`config.mk`:
```
export PLATFORM = sky130hd
export DESIGN_NAME = writeback_ctrl
export DESIGN_NICKNAME = d
export VERILOG_FILES = /design/src/rtl/wb_pkg.sv /design/src/rtl/wb_load_timer.sv /design/src/rtl/writeback_ctrl.sv
export SDC_FILE = /design/constraint.sdc
export NUM_CORES = 1
export LEC_CHECK = 0
export ABC_AREA = 1
export BUFFER_PORTS_ARGS = -buffer_cell sky130_fd_sc_hd__buf_2
export CORE_MARGIN = 10
export CORE_UTILIZATION = 50
export CTS_CLUSTER_SIZE = 40
export DETAILED_ROUTE_END_ITERATION = 6
export HOLD_SLACK_MARGIN = 0.08
export PLACE_DENSITY = 0.78
export SETUP_SLACK_MARGIN = 0.3
export SLEW_MARGIN = 25
export SYNTH_ARGS = -nofsm -noshare
export SYNTH_HDL_FRONTEND = slang
export SYNTH_SLANG_ARGS = --single-unit
```
`constraint.sdc`:
```
create_clock -name clk -period 1.45 [get_ports clk]
set_input_delay 0.0725 -clock clk [delete_from_list [all_inputs] [get_ports clk]]
set_output_delay 0.0725 -clock clk [all_outputs]
set_load 0.03 [all_outputs]
```
`src/rtl/wb_pkg.sv`:
```
// -----------------------------------------------------------------------------
// wb_pkg
//   Shared definitions for the MEM/WB commit stage (writeback_ctrl).
//   - wb_state_t : commit FSM states
//   - REG_ADDR_W : register-file address width
//   - TMR_W      : width of the load-wait counter (covers LOAD_TIMEOUT up to 255)
//   - data_w(n)  : datum width for n 8-bit residue domains
// -----------------------------------------------------------------------------
package wb_pkg;

  localparam int REG_ADDR_W = 4;
  localparam int TMR_W      = 8;

  typedef enum logic [1:0] {
    IDLE      = 2'd0,
    LOAD_WAIT = 2'd1,
    COMMIT_LD = 2'd2
  } wb_state_t;

  function automatic int data_w(input int n);
    return n * 8;
  endfunction

endpackage

```
`src/rtl/wb_load_timer.sv`:
```
// -----------------------------------------------------------------------------
// wb_load_timer
//   Clear/enable up-counter that measures how long a load has been waiting.
//   tc (terminal count) is asserted combinationally in the enabled cycle whose
//   increment brings the count to LOAD_TIMEOUT, so the owner can act on it in
//   the same cycle (i.e. after exactly LOAD_TIMEOUT enabled cycles).
//
//   Ports:
//     clk  in   system clock, rising edge
//     rst  in   asynchronous, active-high reset (count -> 0)
//     clr  in   synchronous clear (takes priority over en)
//     en   in   count enable
//     tc   out  terminal count reached this cycle
// -----------------------------------------------------------------------------
module wb_load_timer
  import wb_pkg::*;
#(
  parameter int LOAD_TIMEOUT = 15
) (
  input  logic clk,
  input  logic rst,
  input  logic clr,
  input  logic en,
  output logic tc
);

  localparam logic [TMR_W-1:0] TC_VAL = TMR_W'(LOAD_TIMEOUT - 1);

  logic [TMR_W-1:0] count_q;
  logic [TMR_W-1:0] count_d;

  always_comb begin
    count_d = count_q;
    if (clr) begin
      count_d = '0;
    end else if (en) begin
      count_d = count_q + 1'b1;
    end
  end

  // NOTE: state registers use non-blocking (<=) so every flop samples the
  // pre-edge value of its inputs, independent of process evaluation order.
  always_ff @(posedge clk or posedge rst) begin
    if (rst) begin
      count_q <= '0;
    end else begin
      count_q <= count_d;
    end
  end

  assign tc = en && (count_q == TC_VAL);

endmodule

```
`src/rtl/writeback_ctrl.sv`:
```
// -----------------------------------------------------------------------------
// writeback_ctrl
//   MEM/WB commit stage. Registers EX (ALU) results and data-memory load
//   returns and drives the register-file write port, which the forwarding
//   unit snoops. One load may be outstanding; while it waits, ID is stalled.
//   A load that does not return within LOAD_TIMEOUT cycles is abandoned and
//   flagged on the sticky load_timeout_err.
//
//   Parameters:
//     NUM_DOMAINS   number of 8-bit residue domains per datum
//     LOAD_TIMEOUT  LOAD_WAIT cycles before a load is abandoned (1..255)
//
//   Build option:
//     WB_LOAD_EARLY_RELEASE_EN  when defined, stall_ID drops already in the
//                               LOAD_WAIT cycle that sees mem_rd_valid.
//                               Commit timing is unaffected.
//
//   Ports:
//     clk, rst              clock / async active-high reset
//     ex_valid, ex_wr_en,   EX instruction valid, writes a reg, is a load
//     ex_load
//     ex_dest_addr          EX destination register
//     ex_result             EX ALU result
//     mem_rd_valid          load data valid (1-cycle pulse)
//     mem_rd_data           load data
//     wr_data               register-file write data
//     destination_reg_addr  register-file write address
//     reg_wr_en             register-file write enable (1 cycle per commit)
//     load_true_wb          current commit carries load data
//     stall_ID              hold IF/ID (combinational from state)
//     load_timeout_err      sticky: a load was abandoned
// -----------------------------------------------------------------------------
module writeback_ctrl
  import wb_pkg::*;
#(
  parameter int NUM_DOMAINS  = 1,
  parameter int LOAD_TIMEOUT = 15
) (
  input  logic                                clk,
  input  logic                                rst,
  input  logic                                ex_valid,
  input  logic                                ex_wr_en,
  input  logic                                ex_load,
  input  logic [REG_ADDR_W-1:0]               ex_dest_addr,
  input  logic [data_w(NUM_DOMAINS)-1:0]      ex_result,
  input  logic                                mem_rd_valid,
  input  logic [data_w(NUM_DOMAINS)-1:0]      mem_rd_data,
  output logic [data_w(NUM_DOMAINS)-1:0]      wr_data,
  output logic [REG_ADDR_W-1:0]               destination_reg_addr,
  output logic                                reg_wr_en,
  output logic                                load_true_wb,
  output logic                                stall_ID,
  output logic                                load_timeout_err
);

  localparam int DW = data_w(NUM_DOMAINS);

  wb_state_t             state_q,   state_d;
  logic [DW-1:0]         wr_data_q, wr_data_d;
  logic [REG_ADDR_W-1:0] addr_q,    addr_d;
  logic [REG_ADDR_W-1:0] ld_dest_q, ld_dest_d;
  logic                  wr_en_q,   wr_en_d;
  logic                  ld_wb_q,   ld_wb_d;
  logic                  err_q,     err_d;

  logic tmr_clr;
  logic tmr_en;
  logic tmr_tc;

  wb_load_timer #(
    .LOAD_TIMEOUT (LOAD_TIMEOUT)
  ) u_load_timer (
    .clk (clk),
    .rst (rst),
    .clr (tmr_clr),
    .en  (tmr_en),
    .tc  (tmr_tc)
  );

  // Next-state and commit-register logic.
  // NOTE: every signal written here is given a default first; a path that
  // leaves one unassigned would infer a latch.
  always_comb begin
    state_d   = state_q;
    wr_data_d = wr_data_q;
    addr_d    = addr_q;
    ld_dest_d = ld_dest_q;
    wr_en_d   = 1'b0;
    ld_wb_d   = 1'b0;
    err_d     = err_q;
    tmr_clr   = 1'b0;
    tmr_en    = 1'b0;

    unique case (state_q)
      // COMMIT_LD has stall_ID low, so an instruction that ID released may
      // already be in EX; it is accepted exactly as in IDLE.
      IDLE, COMMIT_LD: begin
        state_d = IDLE;
        if (ex_valid && ex_load) begin
          // Loads always write a register; ex_wr_en is irrelevant here.
          ld_dest_d = ex_dest_addr;
          tmr_clr   = 1'b1;
          state_d   = LOAD_WAIT;
        end else if (ex_valid && ex_wr_en) begin
          wr_en_d   = 1'b1;
          wr_data_d = ex_result;
          addr_d    = ex_dest_addr;
        end
      end

      LOAD_WAIT: begin
        tmr_en = 1'b1;
        // Returning data takes priority over a timeout in the same cycle.
        if (mem_rd_valid) begin
          wr_en_d   = 1'b1;
          ld_wb_d   = 1'b1;
          wr_data_d = mem_rd_data;
          addr_d    = ld_dest_q;
          state_d   = COMMIT_LD;
        end else if (tmr_tc) begin
          err_d   = 1'b1;
          state_d = IDLE;
        end
      end

      default: begin
        state_d = IDLE;
      end
    endcase
  end

  always_ff @(posedge clk or posedge rst) begin
    if (rst) begin
      state_q   <= IDLE;
      wr_data_q <= '0;
      addr_q    <= '0;
      ld_dest_q <= '0;
      wr_en_q   <= 1'b0;
      ld_wb_q   <= 1'b0;
      err_q     <= 1'b0;
    end else begin
      state_q   <= state_d;
      wr_data_q <= wr_data_d;
      addr_q    <= addr_d;
      ld_dest_q <= ld_dest_d;
      wr_en_q   <= wr_en_d;
      ld_wb_q   <= ld_wb_d;
      err_q     <= err_d;
    end
  end

`ifdef WB_LOAD_EARLY_RELEASE_EN
  assign stall_ID = (state_q == LOAD_WAIT) && !mem_rd_valid;
`else
  assign stall_ID = (state_q == LOAD_WAIT);
`endif

  assign wr_data              = wr_data_q;
  assign destination_reg_addr = addr_q;
  assign reg_wr_en            = wr_en_q;
  assign load_true_wb         = ld_wb_q;
  assign load_timeout_err     = err_q;

endmodule
```
==> results.md <==
* Status: complete, no violations
* Clock sink count at 29
* Critical path peak fanout at 6
* Clk Tree Root Cell: clkbuf_4
* Initial DRC count at 226
* Commonest non-fill, non-tap cell in the layout: nand2_1
* Design area at 2247 sq um
* Clock slew seen by the registers of the worst setup and hold paths at 100 ps
* Number of buffers created by CTS at 5
* Tmin final at 1342 ps
* Number of routed nets with antenna violations at 0
* Layout cells sized above 1 at 0.4000
* Max Clock Freq at 745.0 MHz
* Initial Util at 0.5143
* Cells along the critical path: inv_2, nand3_2, o21ai_4, buf_6, buf_16, nand2_2, o21ai_1
* Routed WL per cell at 20.52 um
* Hold crit path type: input pin to flop
* Worst-Margin Slew at 383.9 ps
* Most frequent cells in the layout: 48 x nand2_1, 40 x buf_2, 26 x dfrtp_1
* Clk Latency, worst-skew pair at 370 ps
* Final GP Congestion at 0.7060
* Port Buffer Count at 41
* Vias per cell at 5.822
* Total track usage at 0.1802
* Place WS at 244.0 ps
* Netlist cell types at 18
* DP Area at 1645 sq um
* Synthesized area at 1394 sq um
* Final Skew at 26.95 ps
* Die W at 72.80 um
* Drt pass-1 iters at 5
* Setup TNS at 0 ps
* First-pass GRT wire length at 7.514 mm
* Stages on worst setup path at 7
* Detail Placement HPWL at 2.291 mm
* Worst setup SP type: flop
* Die height at 72.80 um
* WP data arrival at 1620 ps
* Seq cells post-synth at 29
* Post-synthesis sequential area ratio at 0.5206
* TritonCTS clock tree: built
* CP Class: flop to flop
* CP max stage delay at 400 ps
* Yosys Warn Count at 0
* Global route overflow at 0
* Clock buffer depth at 2
* Max stage delay cell, worst path: dfrtp_1
* Cell family with most CP delay: flip-flops
* CORE AREA at 2710 sq um
* Max_cap viols at 0
* Initial antenna violation count at 0
* FF-to-FF path depth at 7
* Gate Count Post-Synth at 175
* Hold Slack at 137.6 ps
* Worst setup margin at 107.7 ps
* FF-to-FF setup slack at 110 ps
* Largest net degree at the start of global routing at 30
* Ports at 42
* Rows at 19
* Vias at 1700
* Die footprint at 5300 sq um
* Avg Synthesized Cell Area at 7.965 sq um
* Area Growth Syn to Fin at 61.22%
* PwrDens at 1287 nW/um^2
* Vias in the first global route at 1627
* Total Wirelength at 5.993 mm
* Critical Path End Type: flop
* Worst hold path depth at 3
* Slew Viols, Final at 0
* Leak pwr at 1.154 nW
* Hold Violations, Final at 0
* # DRC at 0
* Final period util at 0.9257
* Maximum VDD drop at 1267 uV
* RSZ-0062 raised after global routing: yes
* Mapped Nets at 203
* Critical Path RT at 1730 ps
* WP buf/inv at 3
* Pwr Total at 2.892 mW
* Max_slew headroom at 0.7441
* Layout Nets at 287
* H-Tree Level Count at 2
* Setup Viol. Count Final at 0
-- where the power goes --
group	internal [mW]	leakage, nW	switching [mW]
registers	0.986	0.360	0.168
logic	0.467	0.762	0.745
clock network	0.184	0.0320	0.342
total	1.64	1.15	1.25
-- worst paths after layout --
kind                             startpoint                 endpoint
setup / recovery                 state_q[0]               wr_data[5]
hold / removal                     ex_valid               state_q[0]
setup reg to reg                 state_q[0]               wr_data[5]
hold reg to reg            load_timeout_err         load_timeout_err
max in group asynchronous               rst  u_load_timer.count_q[3]
min in group asynchronous               rst  u_load_timer.count_q[1]
-- cells in the mapped netlist (all sizes together) --
library cell,n,area share
a21oi,10,0.036
buf,6,0.031
dfrtp,29,0.52
ha,2,0.018
inv,24,0.065
nand2,56,0.15
nand3,9,0.036
nor2,16,0.048
o21ai,21,0.083
o21bai,1,0.0054
or2,1,0.0045
-- final cells by class --
type	count	area (sq um)
Fill cell	139	462.9
Sequential cell	29	729.5
Timing Repair Buffer	82	666.9
Inverter	24	92.59
Antenna cell	1	2.502
Clock inverter	2	10.01
Tap cell	31	38.79
Multi-Input combinational cell	117	665.6
Clock buffer	6	41.29
-- state kept, by name, indices dropped and copies added, names as in the netlist --
signal,flops
state_q,2
ld_dest_q,4
u_load_timer.count_q,8
destination_reg_addr,4
load_timeout_err,1
wr_data,8
reg_wr_en,1
load_true_wb,1
-- stage by stage --
stage,instances,utilization
after CTS,286,0.7608
after floorplan,175,-
after global placement,246,0.6071
final,292,0.8292
after detailed placement,246,0.6071
after global routing,291,0.8283
-- tightest hold or removal path, cell delays in order --
cell     delay (ps)
buf_2           150
nand3_2         140
o21ai_1          90
-- repair_timing --
action | 4_1_cts | 5_1_grt
endpoints found under the hold margin | 47 | 0
buffers inserted | 8 | 3
resized for setup | 13 | 39
pin swaps | 1 | 8
setup endpoints to repair | 22 | 28
hold buffers | 22 | 0
gates cloned | 2 | 2
-- routing by layer --
metal  wire [um]  global-route usage
met4         367             0.09283
met2        2777              0.2977
met5           0                   0
met1        2089              0.1865
met3         759             0.08435
-- logic make-up (layout without fill, tap and decap cells) --
family          count (synthesis)  count (layout)  share of synthesized area
simple gates                   82              83                     0.2415
compound gates                 32              32                     0.1248
buf+inv                        30             114                    0.09515
flops                          29              29                     0.5206
fa+ha+maj                       2               2                    0.01795
other cells                     0               1                          0
No activity file was read; power rests on OpenSTA's default activity.
